--- config.mk ---
export PLATFORM = sky130hd
export DESIGN_NAME = axi_s_packet_dropper
export DESIGN_NICKNAME = d
export VERILOG_FILES = /design/src/rtl/axi_s_packet_dropper.sv
export SDC_FILE = /design/constraint.sdc
export NUM_CORES = 1
export LEC_CHECK = 0
export ABC_AREA = 1
export CAP_MARGIN = 20
export CORE_UTILIZATION = 45
export DETAILED_ROUTE_END_ITERATION = 6
export PLACE_DENSITY = 0.79
export SLEW_MARGIN = 20
export SYNTH_ARGS = -nofsm -noshare
export SYNTH_HDL_FRONTEND = slang
export SYNTH_SLANG_ARGS = --single-unit
--- constraint.sdc ---
create_clock -name clk -period 2.2 [get_ports clk]
set_input_delay 0.33 -clock clk [delete_from_list [all_inputs] [get_ports clk]]
set_output_delay 0.33 -clock clk [all_outputs]
set_load 0.1 [all_outputs]
--- src/rtl/axi_s_packet_dropper.sv ---
// Packet-granular AXI-stream dropper: one pass/drop decision per packet, taken at its first beat,
// with saturating pass/drop statistics counters.
module axi_s_packet_dropper #(
    parameter int DATA_WIDTH = 64,
    parameter int KEEP_WIDTH = DATA_WIDTH / 8,
    parameter int CNT_WIDTH  = 32
) (
    input  logic                  clk,
    input  logic                  rst,
    input  logic                  dropn,
    input  logic                  stat_clear,
    input  logic [DATA_WIDTH-1:0] s_packet_axis_tdata,
    input  logic                  s_packet_axis_tvalid,
    input  logic                  s_packet_axis_tlast,
    input  logic [KEEP_WIDTH-1:0] s_packet_axis_tkeep,
    output logic                  s_packet_axis_tready,
    output logic [DATA_WIDTH-1:0] m_packet_axis_tdata,
    output logic                  m_packet_axis_tvalid,
    output logic                  m_packet_axis_tlast,
    output logic [KEEP_WIDTH-1:0] m_packet_axis_tkeep,
    input  logic                  m_packet_axis_tready,
    output logic                  drop_active,
    output logic [CNT_WIDTH-1:0]  stat_pass_pkts,
    output logic [CNT_WIDTH-1:0]  stat_drop_pkts,
    output logic [CNT_WIDTH-1:0]  stat_drop_beats,
    output logic [1:0]            dbg_state_o
);

    // Handshake: a beat moves on a rising edge where tvalid and tready are both high; a
    // source holds tvalid and payload until accepted, and tvalid never waits on tready.
    typedef enum logic [1:0] {
        IDLE = 2'd0,
        PASS = 2'd1,
        DROP = 2'd2
    } state_t;

    localparam logic [CNT_WIDTH-1:0] CNT_MAX = '1;
    localparam logic [CNT_WIDTH-1:0] CNT_ONE = {{(CNT_WIDTH-1){1'b0}}, 1'b1};

    state_t               state_q, state_d;
    logic [CNT_WIDTH-1:0] pass_pkts_q, pass_pkts_d;
    logic [CNT_WIDTH-1:0] drop_pkts_q, drop_pkts_d;
    logic [CNT_WIDTH-1:0] drop_beats_q, drop_beats_d;
    logic                 pass_inc, drop_pkt_inc, drop_beat_inc;

    function automatic logic [CNT_WIDTH-1:0] cnt_next(input logic [CNT_WIDTH-1:0] c,
                                                      input logic inc, input logic clr);
        if (clr) return '0;
        if (inc && (c != CNT_MAX)) return c + CNT_ONE;
        return c;
    endfunction

    // The pass/drop decision lives in the state itself, so dropn is ignored outside IDLE.
    always_comb begin
        state_d              = state_q;
        s_packet_axis_tready = 1'b0;
        m_packet_axis_tvalid = 1'b0;
        pass_inc             = 1'b0;
        drop_pkt_inc         = 1'b0;
        drop_beat_inc        = 1'b0;
        case (state_q)
            IDLE: begin
                if (s_packet_axis_tvalid) state_d = dropn ? PASS : DROP;
            end
            PASS: begin
                m_packet_axis_tvalid = s_packet_axis_tvalid;
                s_packet_axis_tready = m_packet_axis_tready;
                if (s_packet_axis_tvalid && m_packet_axis_tready && s_packet_axis_tlast) begin
                    pass_inc = 1'b1;
                    state_d  = IDLE;
                end
            end
            DROP: begin
                s_packet_axis_tready = 1'b1;
                if (s_packet_axis_tvalid) begin
                    drop_beat_inc = 1'b1;
                    if (s_packet_axis_tlast) begin
                        drop_pkt_inc = 1'b1;
                        state_d      = IDLE;
                    end
                end
            end
            default: state_d = IDLE;
        endcase
        pass_pkts_d  = cnt_next(pass_pkts_q, pass_inc, stat_clear);
        drop_pkts_d  = cnt_next(drop_pkts_q, drop_pkt_inc, stat_clear);
        drop_beats_d = cnt_next(drop_beats_q, drop_beat_inc, stat_clear);
    end

    always_ff @(posedge clk) begin
        if (rst) begin
            state_q      <= IDLE;
            pass_pkts_q  <= '0;
            drop_pkts_q  <= '0;
            drop_beats_q <= '0;
        end else begin
            state_q      <= state_d;
            pass_pkts_q  <= pass_pkts_d;
            drop_pkts_q  <= drop_pkts_d;
            drop_beats_q <= drop_beats_d;
        end
    end

    // Payload is a straight wire; the master side ignores it whenever tvalid is low.
    assign m_packet_axis_tdata = s_packet_axis_tdata;
    assign m_packet_axis_tlast = s_packet_axis_tlast;
    assign m_packet_axis_tkeep = s_packet_axis_tkeep;

    assign drop_active     = (state_q == DROP);
    assign stat_pass_pkts  = pass_pkts_q;
    assign stat_drop_pkts  = drop_pkts_q;
    assign stat_drop_beats = drop_beats_q;
    // Debug view of the state: 0 = IDLE, 1 = PASS, 2 = DROP.
    assign dbg_state_o     = state_q;

endmodule

### Yosys cells after proc, flatten, opt, wreduce, memory -nomap -nowiden

Index checks and enable logic that the tools add are counted.

| word-level totals | value |
|---|---|
| register bits | 98 |
| output and inout bits | 174 |

| operators by class | value |
|---|---|
| add/subtract/negate cells | 3 |
| reductions and logical operators | 10 |
| muxes and demuxes | 32 |
| equal/unequal tests | 9 |

Operators with widths:

| operator | count |
|---|---|
| two-way mux 32 bit | 10 |
| adder 32 x 1 -> 32 bit, second input constant | 3 |
| != test 32 bit, second input constant | 3 |
| two-way mux 1 bit | 15 |
| two-way mux 2 bit | 5 |
| != test 2 bit, second input constant | 4 |
| one-hot mux 2 bit (3 select lines) | 1 |
| nonzero test 2 bit | 3 |
| logical AND 1 bit | 5 |
| AND reduction 4 bit | 1 |
| == test 2 x 1 -> 1 bit, second input constant | 1 |
| == test 2 bit, second input constant | 1 |
| zero test 2 bit | 1 |
| one-hot mux 1 bit (2 select lines) | 1 |

### Logic depth before layout (Yosys ltp)

| logic depth | value |
|---|---|
| depth after elaboration | 9 |
| depth in mapped cells | 13 |
| depth with buffers taken out | 12 |

### Worst setup path before layout

OpenSTA, ideal clock, no wires.

| path | value |
|---|---|
| path type | flip-flop to output port |
| start | reg state_q[1], in the netlist dbg_state_o[1] |
| end | out s_packet_axis_tready |
| arrival time | 4.281 ns |
| path buffers | 0 |
| cell stages (with the launch flop) | 4 |
| path slack | -2.411 ns |
| required time | 1.870 ns |
| path through | dfxtp_1 -> ha_1 -> inv_1 -> a21boi_0 |

| on the way | value |
|---|---|
| cells in the longest elaborated chain, start to end | 2 |

RTL lines:

| element | RTL line | source |
|---|---|---|
| start: declaration | 40 | `state_t state_q, state_d;` |
| start signal: assignment | 97 | `state_q <= state_d;` |
| == test 2 bit | -- |  |
| net drop_active | 22 | `output logic drop_active,` |
| one-hot mux 1 bit (2 select lines) | 61 | `case (state_q)` |
| end: declaration | 16 | `output logic s_packet_axis_tready,` |

The timed path passes the listed nets, and every way through them passes these cells.

### Worst setup path in the final report

| path | value |
|---|---|
| start | reg drop_pkts_q[1], in the netlist stat_drop_pkts[1] |
| end | reg drop_pkts_q[6], in the netlist stat_drop_pkts[6] |

| on the way | value |
|---|---|
| cells in the longest elaborated chain, start to end | 5 |

RTL lines:

| element | RTL line | source |
|---|---|---|
| start: declaration | 42 | `logic [CNT_WIDTH-1:0] drop_pkts_q, drop_pkts_d;` |
| start signal: assignment | 99 | `drop_pkts_q <= drop_pkts_d;` |
| parallel branches: the longest is 5 deep, another holds adder 32 x 1 -> 32 bit | -- |  |

Several ways; the timed one is not identified. The select of a mux whose other input is x is not followed.
A chain may end at the register's enable or synchronous reset.

==> results.ini <==
[clocking]
root_buffer=clkbuf_16
post_cts_buffers=0
ctsHoldBuffers=0
cts_buffers=9
clock_path_buffers=2
cts_tree=yes
clk_pin_slew_ps=70
htreeDepth=3
ctsResizeCount=0
clock_sinks=98
clk_latency_ps=340

[place]
portBuffers=108
post-place-cells=1242
dp_hpwl_mm=11.1
place_ws_ps=110
place_congestion=0.881
place_area_um2=7030

[min_path]
min-delay-start=stat_drop_pkts[0]
hp-class=register to register

[timing]
hold_slack_ps=506
slew_viol_final=0
setup_viol=0
finalSetupTns_ps=0
max_slew_margin_pct=73.7
hold_viol=0
fin_crit_ps=1930
final.setup.worst_slack_ps=273
fin_skew_ps=4.96
rsz0062_at_grt=false
period_share_pct=87.6
clock.fmax_ghz=0.519
tightest_slew_ps=394

[route]
vias=6133
drt_first_pass_iters=5
vias_per_cell=4.88
ant_nets=0
totalWireLength_mm=14.9
drt_iter0_markers=351
wl_per_cell_um=11.8
drc=0

[worst_setup_path]
worstReg2RegStart=stat_drop_pkts[1]
max_stage_delay_ps=390
cp.arrival_ps=2160
crit_buf_inv=2
criticalPathCategory=register to register
path_depth=11
worstRegToRegCells=11
cp-end-kind=register
cp.required_ps=2440
r2r-end=stat_drop_pkts[6]
endpoint=stat_drop_pkts[6]
path_cells=ha_1, inv_1, nor2_4, nand2_2, nor2_4, nand2_2, nand2_4, buf_4, o21ai_0, nand2_1, nor2_1
r2r_slack_ps=270
cp-startpoint=stat_drop_pkts[1]
critPathMaxFanout=22
critPathTopFamily=simple AND/OR/NAND/NOR gates
critPathSlowestCell=dfxtp_2
critPathLaunchType=register

[yosys]
synth_seq_cells=98
muxShareOfSynthArea_pct=0
async_flop_share_pct=0
synth_ff_type=dfxtp_1
synth-simple-area-share_pct=45.8
syn-cell-area_um2=6550
syn_nets=1128
synth_edf_count=0
synth_compound_area_share_pct=5.39
syn_avg_cell_area_um2=6.28
ys_types=32
synth_warnings=0
synth_top_family_by_area=simple AND/OR/NAND/NOR gates
yosysSeqAreaShare_pct=30.0
synthXorXnorAreaFrac_pct=0
synthCells=1043
synth-adder-area-share_pct=1.15

[layout]
n_antenna_cell=0
drive_gt1_share_pct=19.5
nNetsFinal=1158
design_area_um2=7380
fin_cells=1257
synthToLayoutAreaGrowth_pct=12.7
fillers=1394

[power_and_ir_drop]
power.density_nw_per_um2=626
power_leakage_nw=2.82
peakVddDrop_uv=340

[grt]
grt_util_all_layers_pct=20.4
antenna_found_initial=0
grt_pass1_wl_mm=24.7
grt_pass1_vias=5332
grt.overflow.total=0
grt_max_degree=65

[outcome]
status=finished, final reports clean

[floorplanning]
dieWidth_um=123
design.core.area_um2=14000
start_util_pct=46.6
die_h_um=123
dieArea_um2=15000
rows=43
io_pins=253

[job]
maxCapViolations=0

layer usage:
metal,GRT usage (%),wire length [um]
met5,0,0
met4,8.92,376
met2,32.4,6630
met3,3.44,793
met1,27.0,7060
worst reg2reg max path: stages, from the launching register on:
cell and delay (ps):
dfxtp_2 390, ha_1 160, inv_1 90, nor2_4 150, nand2_2 110, nor2_4 190, nand2_2 110, nand2_4 140
buf_4 270, o21ai_0 110, nand2_1 60, nor2_1 40
cell usage after synthesis (all sizes together) (12+ instances only):
master,n,share of area (%)
a21oi,18,1.5
buf,94,11
inv,110,6.5
o21ai,12,0.92
nand4,12,1.1
nand2,310,19
o21bai,23,2.6
nor3,14,1.1
nor2,251,16
nor3b,23,2.6
dfxtp,98,30
nand3,63,6.1
layout make-up:
cell class,instances,area (um^2),share of cell area [%]
Clock buffer,10,239,3.24
Clock inverter,5,103,1.39
Inverter,112,430,5.84
Multi-Input combinational cell,737,3460,46.9
Sequential cell,98,1990,27.0
Tap cell,180,225,3.05
Timing Repair Buffer,115,928,12.6
report_power, final:
group / switching [mW] / internal [mW] / leakage, nW
sequential: 0.0259 / 1.80 / 0.800
combinational: 0.704 / 0.247 / 1.86
clock: 0.703 / 1.14 / 0.165
metrics by stage:
step	power [mW]	util (%)
6_report	4.62	52.5
5_1_grt	4.81	52.5
4_1_cts	4.66	52.5
3_5_place_dp	2.83	50.1
3_3_place_gp	2.81	50.1
2_1_floorplan	3.29	-
kinds of logic (layout without fill, tap and decap cells):
group / Yosys count / after routing
AND/OR/NAND/NOR: 675 / 675
flip-flops: 98 / 98
buffers and inverters: 208 / 242
AO/OA/AOI/OAI: 56 / 56
adder cells (fa/ha/maj): 6 / 6
sequential cells by signal (all words and copies together) (netlist names):
| register | flops |
|---|---|
| dbg_state_o | 2 |
| stat_drop_pkts | 32 |
| stat_drop_beats | 32 |
| stat_pass_pkts | 32 |
layout by cell type, fill, tap and decap left out, types with 4 or more instances in the layout:
cell type	netlist	layout
a21oi_1	16	16
buf_12	0	4
buf_4	77	105
clkbuf_16	0	9
clkdlybuf4s50_1	0	6
dfxtp_1	98	76
dfxtp_2	0	22
ha_1	6	5
inv_1	107	107
nand2_1	293	293
nand2_2	13	13
nand3_1	46	46
nand3_2	17	17
nand4_1	12	12
nor2_1	230	229
nor2_2	13	13
nor2_4	8	9
nor3_1	14	14
nor3b_1	23	23
o21ai_0	9	9
o21bai_1	23	23
worst min path at each step:
stage | to | cells after the start
floorplan | dbg_state_o[0] | 1
finish | stat_drop_pkts[0] | 2
global route | stat_pass_pkts[0] | 2
detailed placement | stat_drop_pkts[0] | 2
CTS | stat_drop_pkts[0] | 2
global placement | stat_pass_pkts[0] | 2
(Power assumes the default switching activity.)
